<file path="src/rtl/hop_pkg.sv">
// hop_pkg: shared constants and types for the hop input generator.
//   hop_mode_e  - link-state hop mode encodings (matches the hop_mode port)
//   eng_state_e - F/F' engine states
//   page_x()    - page/inquiry X before response freezing
package hop_pkg;

    localparam logic [6:0] NCHAN  = 7'd79;
    localparam logic [4:0] KOFF_A = 5'd24;
    localparam logic [4:0] KOFF_B = 5'd8;
    localparam int         MODW   = 25;

    typedef enum logic [2:0] {
        MODE_CONN  = 3'd0,
        MODE_PSCAN = 3'd1,
        MODE_ISCAN = 3'd2,
        MODE_PAGE  = 3'd3,
        MODE_INQ   = 3'd4,
        MODE_SRESP = 3'd5,
        MODE_MRESP = 3'd6,
        MODE_IRESP = 3'd7
    } hop_mode_e;

    typedef enum logic {
        ENG_IDLE = 1'b0,
        ENG_CALC = 1'b1
    } eng_state_e;

    // hi = CLK[16:12], lo = {CLK[4:2], CLK[0]}.
    // The mod-16 term only needs the low nibble of hi; the final sum wraps mod 32.
    function automatic logic [4:0] page_x(input logic [4:0] hi, input logic [3:0] lo,
                                          input logic [4:0] koff);
        logic [3:0] d;
        d = lo - hi[3:0];
        return hi + koff + {1'b0, d};
    endfunction

endpackage

</file>
<file path="src/rtl/hop_modseq.sv">
// hop_modseq: keeps F = 16*CLK[27:7] mod 79 and F' = 16*CLK[27:7] mod N.
//   clk, rst      - clock, synchronous active-high reset
//   clk_tick      - btclk advanced this cycle
//   btclk         - Bluetooth clock
//   resync        - recompute F/F' from scratch
//   afh_modn      - N (20..79); a change also forces a recompute
//   f, fprime     - current F / F'
//   hop_valid     - F/F' consistent with btclk
// A full recompute is a restoring shift-subtract over {CLK[27:7],4'b0}, both
// moduli in parallel. Between recomputes, each 128-slot boundary adds 16.
module hop_modseq
    import hop_pkg::*;
(
    input  logic        clk,
    input  logic        rst,
    input  logic        clk_tick,
    input  logic [27:0] btclk,
    input  logic        resync,
    input  logic [6:0]  afh_modn,
    output logic [6:0]  f,
    output logic [6:0]  fprime,
    output logic        hop_valid
);

    eng_state_e      state, state_nxt;
    logic [MODW-1:0] div_q;
    logic [4:0]      cnt_q;
    logic [6:0]      r79_q, rn_q, r79_step, rn_step;
    logic [6:0]      m_q, modn_q;
    logic            pend_q;
    logic            tick_upd, wrap, start, last, load, finish;
    logic [7:0]      f_sum, fp_sum;
    logic [6:0]      f_inc, fp_inc;

    // One restoring step: shift in a dividend bit, subtract the modulus once.
    // r < m on entry, so {r,b} < 2m and a single subtract suffices.
    function automatic logic [6:0] mod_step(input logic [6:0] r, input logic b,
                                            input logic [6:0] m);
        logic [7:0] t;
        t = {r, b};
        if (t >= {1'b0, m}) t = t - {1'b0, m};
        return t[6:0];
    endfunction

    assign tick_upd = clk_tick && (btclk[6:0] == 7'd0);
    assign wrap     = (btclk[27:7] == 21'd0);
    assign start    = resync || (afh_modn != modn_q);
    assign last     = (cnt_q == 5'(MODW - 1));
    assign r79_step = mod_step(r79_q, div_q[MODW-1], NCHAN);
    assign rn_step  = mod_step(rn_q,  div_q[MODW-1], m_q);

    // Incremental +16; N >= 20 keeps a single conditional subtract exact.
    always_comb begin
        f_sum  = {1'b0, f} + 8'd16;
        fp_sum = {1'b0, fprime} + 8'd16;
        f_inc  = (f_sum  >= {1'b0, NCHAN}) ? 7'(f_sum  - {1'b0, NCHAN}) : f_sum[6:0];
        fp_inc = (fp_sum >= {1'b0, m_q})   ? 7'(fp_sum - {1'b0, m_q})   : fp_sum[6:0];
    end

    always_ff @(posedge clk) begin
        if (rst) state <= ENG_IDLE;
        else     state <= state_nxt;
    end

    // A boundary tick seen during CALC (or on its last cycle) makes the
    // result stale, so the divide restarts from the current btclk.
    always_comb begin
        state_nxt = state;
        load      = 1'b0;
        finish    = 1'b0;
        case (state)
            ENG_IDLE: begin
                if (start) begin
                    state_nxt = ENG_CALC;
                    load      = 1'b1;
                end
            end
            ENG_CALC: begin
                if (start || (last && (pend_q || tick_upd))) begin
                    load = 1'b1;
                end else if (last) begin
                    state_nxt = ENG_IDLE;
                    finish    = 1'b1;
                end
            end
            default: state_nxt = ENG_IDLE;
        endcase
    end

    always_ff @(posedge clk) begin
        if (rst) begin
            div_q     <= '0;
            cnt_q     <= '0;
            r79_q     <= '0;
            rn_q      <= '0;
            m_q       <= afh_modn;
            modn_q    <= afh_modn;
            pend_q    <= 1'b0;
            f         <= '0;
            fprime    <= '0;
            hop_valid <= 1'b0;
        end else begin
            modn_q <= afh_modn;
            if (load) begin
                div_q     <= {btclk[27:7], 4'b0};
                cnt_q     <= '0;
                r79_q     <= '0;
                rn_q      <= '0;
                m_q       <= afh_modn;
                pend_q    <= 1'b0;
                hop_valid <= 1'b0;
            end else if (state == ENG_CALC) begin
                div_q <= div_q << 1;
                r79_q <= r79_step;
                rn_q  <= rn_step;
                cnt_q <= cnt_q + 5'd1;
                if (tick_upd) pend_q <= 1'b1;
                if (finish) begin
                    f         <= r79_step;
                    fprime    <= rn_step;
                    hop_valid <= 1'b1;
                end
            end else if (tick_upd) begin
                f      <= wrap ? 7'd0 : f_inc;
                fprime <= wrap ? 7'd0 : fp_inc;
            end
        end
    end

endmodule

</file>
<file path="src/rtl/hop_input_gen.sv">
// hop_input_gen: builds the hop-kernel control words for every hop mode.
//   clk, rst        - clock, synchronous active-high reset
//   clk_tick        - btclk advanced this cycle
//   btclk           - CLKN/CLKE[27:0]
//   bd_addr         - {UAP[3:0], LAP[23:0]} (GIAC for inquiry scan)
//   hop_mode        - hop_mode_e encoding
//   afh_en          - connection mode uses the adapted set (F' path)
//   scan_interlace  - add 16 to scan X
//   train_rep       - trains per koffset toggle (0 acts as 1)
//   afh_modn        - N, used-channel count
//   resync          - recompute F/F'
//   X,Y1,Y2,A..E    - registered kernel inputs
//   F, Fprime       - F/F' (zero outside connection mode; Fprime also zero without AFH)
//   hop_valid       - F/F' consistent with btclk
module hop_input_gen
    import hop_pkg::*;
(
    input  logic        clk,
    input  logic        rst,
    input  logic        clk_tick,
    input  logic [27:0] btclk,
    input  logic [27:0] bd_addr,
    input  logic [2:0]  hop_mode,
    input  logic        afh_en,
    input  logic        scan_interlace,
    input  logic [9:0]  train_rep,
    input  logic [6:0]  afh_modn,
    input  logic        resync,
    output logic [4:0]  X,
    output logic        Y1,
    output logic [5:0]  Y2,
    output logic [4:0]  A,
    output logic [3:0]  B,
    output logic [4:0]  C,
    output logic [8:0]  D,
    output logic [6:0]  E,
    output logic [6:0]  F,
    output logic [6:0]  Fprime,
    output logic        hop_valid
);

    hop_mode_e  mode, mode_q;
    logic       is_page, is_resp, entry, page_tick, resp_tick;
    logic [9:0] rep_eff, tcnt_q, tcnt_nxt;
    logic [4:0] koff_q, koff_nxt, base_q, base_nxt, n_q, n_nxt;
    logic [4:0] x_nxt, a_nxt, c_nxt;
    logic [3:0] b_nxt;
    logic [8:0] d_nxt;
    logic [6:0] e_nxt;
    logic       y1_nxt, fsel_q, fpsel_q;
    logic [6:0] f_eng, fp_eng;

    assign mode      = hop_mode_e'(hop_mode);
    assign is_page   = (mode == MODE_PAGE) || (mode == MODE_INQ);
    assign is_resp   = (mode == MODE_SRESP) || (mode == MODE_MRESP) || (mode == MODE_IRESP);
    assign entry     = (mode != mode_q);
    assign page_tick = clk_tick && (btclk[4:0] == 5'd0);
    assign resp_tick = clk_tick && (btclk[1:0] == 2'd0);
    assign rep_eff   = (train_rep == 10'd0) ? 10'd1 : train_rep;

    // Train offset and response counter; all X paths use the next-state
    // values so every output lands one clock after its cause.
    always_comb begin
        koff_nxt = koff_q;
        tcnt_nxt = tcnt_q;
        if (is_page) begin
            if (entry) begin
                koff_nxt = KOFF_A;
                tcnt_nxt = '0;
            end else if (page_tick) begin
                if (tcnt_q + 10'd1 >= rep_eff) begin
                    koff_nxt = (koff_q == KOFF_A) ? KOFF_B : KOFF_A;
                    tcnt_nxt = '0;
                end else begin
                    tcnt_nxt = tcnt_q + 10'd1;
                end
            end
        end

        base_nxt = base_q;
        n_nxt    = n_q;
        if (is_resp) begin
            if (entry) begin
                // Master response continues the page X it was answering.
                base_nxt = (mode == MODE_MRESP)
                         ? page_x(btclk[16:12], {btclk[4:2], btclk[0]}, koff_q)
                         : btclk[16:12];
                n_nxt    = '0;
            end else if (resp_tick) begin
                n_nxt = n_q + 5'd1;
            end
        end else begin
            base_nxt = '0;
            n_nxt    = '0;
        end
    end

    always_comb begin
        a_nxt  = bd_addr[27:23];
        b_nxt  = bd_addr[22:19];
        c_nxt  = {bd_addr[8], bd_addr[6], bd_addr[4], bd_addr[2], bd_addr[0]};
        d_nxt  = bd_addr[18:10];
        e_nxt  = {bd_addr[13], bd_addr[11], bd_addr[9], bd_addr[7],
                  bd_addr[5], bd_addr[3], bd_addr[1]};
        x_nxt  = '0;
        y1_nxt = 1'b0;
        case (mode)
            MODE_CONN: begin
                x_nxt  = btclk[6:2];
                y1_nxt = btclk[1];
                a_nxt  = a_nxt ^ btclk[25:21];
                c_nxt  = c_nxt ^ btclk[20:16];
                d_nxt  = d_nxt ^ btclk[15:7];
            end
            MODE_PSCAN, MODE_ISCAN: begin
                x_nxt = btclk[16:12] + (scan_interlace ? 5'd16 : 5'd0);
            end
            MODE_PAGE, MODE_INQ: begin
                x_nxt  = page_x(btclk[16:12], {btclk[4:2], btclk[0]}, koff_nxt);
                y1_nxt = btclk[1];
            end
            default: begin
                x_nxt  = base_nxt + n_nxt;
                y1_nxt = btclk[1];
            end
        endcase
    end

    always_ff @(posedge clk) begin
        if (rst) begin
            mode_q  <= MODE_CONN;
            koff_q  <= KOFF_A;
            tcnt_q  <= '0;
            base_q  <= '0;
            n_q     <= '0;
            fsel_q  <= 1'b0;
            fpsel_q <= 1'b0;
            X       <= '0;
            Y1      <= 1'b0;
            A       <= '0;
            B       <= '0;
            C       <= '0;
            D       <= '0;
            E       <= '0;
        end else begin
            mode_q  <= mode;
            koff_q  <= koff_nxt;
            tcnt_q  <= tcnt_nxt;
            base_q  <= base_nxt;
            n_q     <= n_nxt;
            fsel_q  <= (mode == MODE_CONN);
            fpsel_q <= (mode == MODE_CONN) && afh_en;
            X       <= x_nxt;
            Y1      <= y1_nxt;
            A       <= a_nxt;
            B       <= b_nxt;
            C       <= c_nxt;
            D       <= d_nxt;
            E       <= e_nxt;
        end
    end

    assign Y2     = {Y1, 5'b0};
    assign F      = fsel_q  ? f_eng  : 7'd0;
    assign Fprime = fpsel_q ? fp_eng : 7'd0;

    hop_modseq u_modseq (
        .clk       (clk),
        .rst       (rst),
        .clk_tick  (clk_tick),
        .btclk     (btclk),
        .resync    (resync),
        .afh_modn  (afh_modn),
        .f         (f_eng),
        .fprime    (fp_eng),
        .hop_valid (hop_valid)
    );

endmodule

</file>
<file path="config.mk">
export PLATFORM = sky130hd
export DESIGN_NAME = hop_input_gen
export DESIGN_NICKNAME = d
export VERILOG_FILES = /design/src/rtl/hop_pkg.sv /design/src/rtl/hop_modseq.sv /design/src/rtl/hop_input_gen.sv
export SDC_FILE = /design/constraint.sdc
export NUM_CORES = 1
export LEC_CHECK = 0
export CORE_MARGIN = 5
export CORE_UTILIZATION = 25
export CTS_CLUSTER_SIZE = 12
export DETAILED_ROUTE_END_ITERATION = 16
export GPL_ROUTABILITY_DRIVEN = 0
export MAX_ROUTING_LAYER = met4
export PLACE_DENSITY_LB_ADDON = 0.08
export SLEW_MARGIN = 5
export SYNTH_ARGS = -nofsm -noshare
export SYNTH_HDL_FRONTEND = slang
export SYNTH_HIERARCHICAL = 1
export SYNTH_SLANG_ARGS = --single-unit
</file>
<file path="constraint.sdc">
create_clock -name clk -period 4.6 [get_ports clk]
set_clock_uncertainty 0.2 [all_clocks]
set_input_delay 0.69 -clock clk [delete_from_list [all_inputs] [get_ports clk]]
set_output_delay 0.69 -clock clk [all_outputs]
set_load 0.05 [all_outputs]
</file>
==> results.txt <==
The flow ran to the end, and the final reports show no timing, DRC or antenna violations. The critical path starts at btclk[14]. The max-slew headroom at the worst pin came out at between 40 and 50%.

The pin slew with the least headroom to its limit came out at ~820 ps. The mean instance size in the synthesized netlist is 8.80 sq um. The startpoint identified for the worst register-to-register timing path is tcnt_q[4]$_SDFFE_PP0P_.

The later-pin clock latency in the skew report came out at approximately 440 ps. The average vias per placed instance is between 4 and 5. The register share of total power is roughly 38%. Across every metal layer, demand over resource in global routing totals approximately 15%.

After synthesis, the share of flip-flops with an asynchronous set or reset is 0%. The completed layout was analyzed and its total power is about 3.3 mW. Setup repair after global routing could not meet its margin everywhere.

Setup violations remaining at the end of the flow were counted as 0. The first TritonRoute pass finished after 4 iterations. The largest net degree at the start of global routing is 66. In the final design database the tool counted between 1000 and 1500 nets. The post-synthesis adder-cell area fraction came out at roughly 10%. The number of cell instances on the worst register-to-register path is 19.

The worst setup path is launched from an input pin. In this run the worst setup path terminates at X[4]$_SDFF_PP0_. Port buffering added about 130 buffers. After the first detailed-routing iteration, the DRC count stood at between 300 and 400. The share of post-route cells with drive strength above 1 is 15.1%. The total global routing overflow is 0. The number of global-route vias before repair came to between 7000 and 8000. The total number of H-tree levels is 4. The count of endpoints failing hold in the final timing report is 0. In this run, distinct cell masters in the synthesized netlist total slightly above 90. The analysis attributes to net switching a power of roughly 960 uW. The floorplan step set the die height to ~190 microns. The number of enable-type register cells in the synthesized netlist came out at 7. Hold repair after CTS inserted 0 buffers. The CTS root buffer is sky130_fd_sc_hd__clkbuf_16. The sequential share of the synthesized area is around a third. The peak clock frequency supported by timing is approximately 230 MHz.

The highest fanout seen on the critical path came out at 4. The max-slew violation count was 0. In the routed design, unresolved DRC markers number 0.

The row count came out at 66. The maximum vdd drop is around 0.00026 V. The internal power is ~2.4 mW. The tightest min-delay check is of the register to register type. The number of routed nets with antenna violations is 0.

STA classifies the critical path endpoint as a register. Once detailed placement completed, the half-perimeter wirelength came to about 19000 microns. Counting along the longest clock path gives a buffer depth of 2. The fraction of power spent switching nets came out at about 29%.

The critical path class is input pin to register. The total I/O pin count is roughly 140. Data arrives at the worst endpoint at 4580 ps.

STA puts the critical path data required time at ~4700 ps. The register-to-register setup slack is between 200 and 250 ps. The synthesized-area fraction occupied by ao, oa, aoi and oai cells is between 10% and 20%. The flop and latch count out of synthesis came out at about 140. The power per cell area is about 300 mW/mm^2.

The floorplan step defined a die boundary enclosing roughly 0.036 sq mm. The clock period could shrink to approximately 4400 ps. The reported leakage power is 4.48 nW.

The part of the cycle the worst path needs is a little under 100%. The area share of and/or/nand/nor cells after synthesis came out at about 20%. In this run the cell area of the synthesized design comes to slightly above 0.008 sq mm. The clock tree from TritonCTS is built. The xor and xnor fraction of the mapped netlist area is 7.51%.

By area, the combinational part of the netlist is dominated by simple AND/OR/NAND/NOR gates. The most used flip-flop cell after synthesis is sky130_fd_sc_hd__dfxtp_1. The area added between synthesis and finish is 36.9%.

The endpoint of the most critical register-to-register path is X[4]$_SDFF_PP0_. Setup total negative slack on the finished layout was measured at 0 ps. The die width came out at 191 microns. After clock tree synthesis, the clock-pin slew on the worst setup and hold paths is 70 ps.

The total clock sinks is between 100 and 150. The number of max-capacitance violations reported is 0. In the final routed layout, each cell accounts on average for around 16 microns. For this run, the number of Yosys warnings is 6. The fraction of synthesized area in multiplexers came out at between 3 and 4%. The initial antenna violation count is 2. The core region is ~0.032 sq mm. The final wirelength came out at around 25000 microns. The number of CTS-inserted buffers is 17. The total vias in the final route is between 7000 and 8000. The post-synthesis cell count is between 900 and 1000. The first global-routing pass estimated between 40000 and 50000 microns of wire.

The clock network burns ~44% of the power. The part of the total power dissipated in combinational logic came out at approximately a fifth. The initial utilization of the core area, before any placement, comes to between 20 and 30%.
-- stage by stage --
step                area, sq um  hold WS [ps]  utilization (%)  setup WS (ps)  instances
global route              11200           316             34.5          -45.2       1575
finish                    11200           285             34.5            157       1575
global placement          10400           267             32.2           -710       1539
floorplan                  8180           246                -           21.0        931
CTS                       11100           282             34.2           23.8       1571
detailed placement        10400           271             32.2           -783       1539
-- kinds of logic (layout without fill, tap and decap cells) --
kind of cell | Yosys count | after routing
AND/OR/NAND/NOR | 315 | 315
other | 1 | 7
XOR/XNOR | 70 | 70
multiplexers | 29 | 29
buffers and inverters | 106 | 306
AO/OA/AOI/OAI | 211 | 211
flip-flops | 137 | 137
adder cells (fa/ha/maj) | 58 | 58
-- sequential cells by signal, summed over array words and instances, names as in the netlist, 5 cells and up --
name and cells:
A 5, C 5, D 9, E 7, X 5, base_q 5, koff_q 5, n_q 5
tcnt_q 10, u_modseq/cnt_q 5, u_modseq/div_q 21, u_modseq/f 7, u_modseq/fprime 7, u_modseq/m_q 7, u_modseq/modn_q 7, u_modseq/r79_q 7
u_modseq/rn_q 7
-- worst min path at each step --
stage                                               start                               to  slack [ps]  cells past startpoint
after floorplan             u_modseq/rn_q[6]$_SDFFE_PP0P_    u_modseq/rn_q[6]$_SDFFE_PP0P_         250                      2
after global placement      u_modseq/rn_q[6]$_SDFFE_PP0P_    u_modseq/rn_q[6]$_SDFFE_PP0P_         270                      2
after detailed placement    u_modseq/rn_q[6]$_SDFFE_PP0P_    u_modseq/rn_q[6]$_SDFFE_PP0P_         270                      2
after CTS                   u_modseq/rn_q[6]$_SDFFE_PP0P_    u_modseq/rn_q[6]$_SDFFE_PP0P_         280                      2
after global routing      u_modseq/div_q[17]$_SDFFE_PP0P_  u_modseq/div_q[17]$_SDFFE_PP0P_         320                      2
final                       u_modseq/rn_q[6]$_SDFFE_PP0P_    u_modseq/rn_q[6]$_SDFFE_PP0P_         290                      2
-- synthesized netlist by cell type, types with 9 or more instances --
master | number | area [sq um]
sky130_fd_sc_hd__a31oi_1 | 17 | 106
sky130_fd_sc_hd__clkbuf_1 | 25 | 93.8
sky130_fd_sc_hd__nor2_1 | 98 | 368
sky130_fd_sc_hd__a211oi_1 | 33 | 248
sky130_fd_sc_hd__dfxtp_1 | 130 | 2600
sky130_fd_sc_hd__xor2_1 | 41 | 359
sky130_fd_sc_hd__mux2i_1 | 27 | 270
sky130_fd_sc_hd__a21o_1 | 11 | 82.6
sky130_fd_sc_hd__o21ai_0 | 23 | 115
sky130_fd_sc_hd__and2_1 | 16 | 100
sky130_fd_sc_hd__inv_1 | 60 | 225
sky130_fd_sc_hd__nand3_1 | 25 | 125
sky130_fd_sc_hd__nor2b_1 | 29 | 181
sky130_fd_sc_hd__ha_1 | 46 | 576
sky130_fd_sc_hd__xnor2_1 | 29 | 254
sky130_fd_sc_hd__a21oi_1 | 38 | 190
sky130_fd_sc_hd__o21ai_1 | 9 | 45.0
sky130_fd_sc_hd__nor3_1 | 16 | 80.1
sky130_fd_sc_hd__nand2b_1 | 9 | 56.3
sky130_fd_sc_hd__fa_1 | 12 | 240
sky130_fd_sc_hd__nand2_1 | 58 | 218
-- cells in the final DEF (no fill, tap or decap), drive strengths merged, types with 29 or more instances in the layout --
cell | synthesis | routed
xor2 | 41 | 41
ha | 46 | 46
clkdlybuf4s50 | 0 | 128
a21oi | 39 | 39
nor2 | 100 | 100
buf | 20 | 81
xnor2 | 29 | 29
inv | 61 | 65
dfxtp | 130 | 130
nor2b | 29 | 29
o21ai | 32 | 32
a211oi | 35 | 35
nand2 | 58 | 58
-- cell type report --
cell class                      count  area, sq um
Clock inverter                     13          169
Inverter                           61          229
Sequential cell                   137         2810
Clock buffer                       19          433
Tap cell                          442          553
Antenna cell                        2         5.00
Fill cell                        3421        21200
Multi-Input combinational cell    688         5050
Timing Repair Buffer              213         1920
-- repair_timing --
action | 4_1_cts | 5_1_grt
gates resized for setup | 11 | 24
endpoints found under the setup margin | 3 | 3
setup buffers | 0 | 2
pin swaps | 2 | 15
-- power by group through the flow --
stage	combinational (mW)	sequential, mW	clock, mW
2_1_floorplan	0.267	1.36	0
3_3_place_gp	0.613	1.28	0
3_5_place_dp	0.610	1.28	0
4_1_cts	0.613	1.26	1.51
5_1_grt	0.684	1.26	1.55
6_report	0.623	1.26	1.45
-- critical path, cell delays in order --
cell and delay, ps:
sky130_fd_sc_hd__clkdlybuf4s50_1 490, sky130_fd_sc_hd__inv_1 80, sky130_fd_sc_hd__ha_1 310, sky130_fd_sc_hd__a21o_1 180, sky130_fd_sc_hd__xnor2_1 170, sky130_fd_sc_hd__inv_1 70
sky130_fd_sc_hd__fa_1 480, sky130_fd_sc_hd__inv_1 50, sky130_fd_sc_hd__ha_1 330, sky130_fd_sc_hd__xor2_1 160, sky130_fd_sc_hd__nor2_1 50, sky130_fd_sc_hd__a211oi_1 220
sky130_fd_sc_hd__nor3_1 100, sky130_fd_sc_hd__ha_1 220, sky130_fd_sc_hd__or2_4 240, sky130_fd_sc_hd__o22ai_4 170, sky130_fd_sc_hd__a2111oi_2 60, sky130_fd_sc_hd__a211oi_2 240
sky130_fd_sc_hd__o2bb2ai_2 90, sky130_fd_sc_hd__a311oi_1 180
-- layer usage --
layer	GRT usage (%)	vias up	routed length, microns
li1	-	3680	-
met1	19.8	3405	12600
met2	21.5	133	11000
met3	3.86	17	1340
met4	3.90	0	284
met5	-	-	0
(Power assumes the default switching activity.)
==> RTL change (same settings) <==
Register the outputs `Y2`, `F` and `Fprime`, cleared by the reset; this adds one clock of latency there. The other outputs are not delayed to match. Comments in the files are not updated.
--- a/src/rtl/hop_input_gen.sv
+++ b/src/rtl/hop_input_gen.sv
@@ -162,5 +162,13 @@
 
-    assign Y2     = {Y1, 5'b0};
-    assign F      = fsel_q  ? f_eng  : 7'd0;
-    assign Fprime = fpsel_q ? fp_eng : 7'd0;
+    always_ff @(posedge clk) begin
+        if (rst) begin
+            Y2     <= '0;
+            F      <= '0;
+            Fprime <= '0;
+        end else begin
+            Y2     <= {Y1, 5'b0};
+            F      <= fsel_q  ? f_eng  : 7'd0;
+            Fprime <= fpsel_q ? fp_eng : 7'd0;
+        end
+    end
 
Function: changed (Yosys sat finds a counterexample within 4 cycles, from zero or initial values and one cycle with rst high).
==> RTL change against the original RTL <==
- power increased by 7.4%
- wire length increased by 1.1%
- final cell count increased by 2.0%
- sequential cell count increased by 15
- clock power increased by 7%
- final area increased by 4.1%
- worst setup slack got worse by 0.096 ns
- area after synthesis increased by 2.9%
==> RTL change: results (changes against the original RTL) <==
| Metric | Value |
|---|---|
| Gr usage total | 14.0% (-0.58 points) |
| Vias in the first global route | 7416 (+2.0%) |
| Register area share after synthesis | 37.1% (+2.6 points) |
| WL met2 | 11300 um (+2.7%) |
| HP Start | Y1$_SDFF_PP0_ |
| Post-synthesis cell type count | 89 (-3.3%) |
| Met1 Routed Length | 12900 um (+2.7%) |
| Lkg Pwr | 4.78 nW (+6.7%) |
| Final nets | 1286 (+2.2%) |
| Share of layout cells above drive strength 1 | 16.7% (+1.5 points) |
| Min Tclk post-route | 4.54 ns (+0.0963 ns) |
| DRT iter0 DRCs | 327 (-8.1%) |
| Synth area leaders | dfxtp_1 35%, ha_1 6.9%, xor2_1 5.5%, nor2_1 5.0%, mux2i_1 3.3% |
| CP arrival | 4.67 ns (+0.09 ns) |
| Via count | 7266 (+0.43%) |
| Total power draw | 3.58 mW (+7.4%) |
| Largest net degree at the start of global routing | 57 (-14%) |
| Hold EP | Y2[5]$_SDFF_PP0_ |
| TritonRoute pass-1 iters | 5 (+1) |
| Comb pwr share | 18.0% (-0.7 points) |
| Worst slack at placement | -0.656 ns (+0.127 ns) |
| Global-route met2 utilization | 20.7% (-0.76 points) |
| GR Util met1 | 19.4% (-0.39 points) |
| Placed Cells | 1560 (+1.4%) |
| Actual slew at the worst max-slew pin | 0.747 ns (-0.0771 ns) |
| Sw frac | 27.8% (-0.87 points) |
| Antenna cells | 0 (-2) |
| Post-Synthesis Cells | 943 (+1.7%) |
| DPL Wire Length | 18900 um (-0.54%) |
| Hold-critical path depth | 1 (-1) |
| Final-layout fill cell count | 3567 (+4.3%) |
| Cell Count, Final, Fillers Out | 1607 (+2.0%) |
| Status | complete, no violations |
| R2R Path Start | tcnt_q[0]$_SDFFE_PP0P_ |
| Most frequent cells after synthesis | 145 x dfxtp_1, 113 x nor2_1, 71 x nand2_1 |
| DR WL met3 | 913 um (-32%) |
| Met3 Use GR | 2.97% (-0.89 points) |
| Sequential standard cell area | 0.00312 mm2 (+11%) |
| Initial antenna violation count | 0 (-2) |
| Fin Hold WS | 0.269 ns (-0.0166 ns) |
| Number of flops mapped to enable cells by yosys | 7 (unchanged) |
| Global-route wire length before repair | 41100 um (+1.8%) |
RTL change: worst max-delay path, cell delays in order, from the launching register on:
cell       delay (ns)
dfxtp_4          0.36
and3_4           0.18
and3_4           0.19
and3_4           0.21
nand3_4          0.10
xnor2_4          0.17
ha_4             0.28
nand4_1          0.13
a211o_1          0.30
o31a_1           0.14
nand2_2          0.10
o21bai_4         0.08
buf_4            0.14
nand2_1          0.07
fa_1             0.41
ha_1             0.33
a21oi_2          0.18
xnor2_2          0.15
or3b_4           0.42
a2111oi_4        0.28
RTL change: cell families after synthesis:
kind of cell | after synthesis | share of synthesized area, %
AND/OR/NAND/NOR | 324 | 19.1
AO/OA/AOI/OAI | 204 | 17.3
flip-flops | 152 | 37.1
buffers and inverters | 99 | 5.17
XOR/XNOR | 73 | 7.61
adder cells (fa/ha/maj) | 58 | 9.71
multiplexers | 32 | 3.92
other | 1 | 0.0446
RTL change: repair_timing:
item,in CTS,in global routing
pin swaps,30,22
resized for setup,30,13
buffers inserted,13,2
endpoints found under the setup margin,2,3
RTL change: how the worst max path moves through the flow:
stage | startpoint | endpoint | cells after the start
after floorplan | tcnt_q[2]$_SDFFE_PP0P_ | X[4]$_SDFF_PP0_ | 20
after global placement | btclk[0] | X[4]$_SDFF_PP0_ | 24
after detailed placement | btclk[0] | X[4]$_SDFF_PP0_ | 24
after CTS | btclk[0] | X[4]$_SDFF_PP0_ | 24
after global routing | tcnt_q[0]$_SDFFE_PP0P_ | X[4]$_SDFF_PP0_ | 19
final | tcnt_q[0]$_SDFFE_PP0P_ | X[4]$_SDFF_PP0_ | 19
RTL change: final cells by class:
type                    instances  share of cell area [%]
clock buffers                  17                    3.66
clock inverters                15                    1.84
inverters                      59                    1.90
multi-input cells             696                    43.8
flip-flops and latches        152                    26.8
well taps                     448                    4.82
repair buffers                220                    17.1
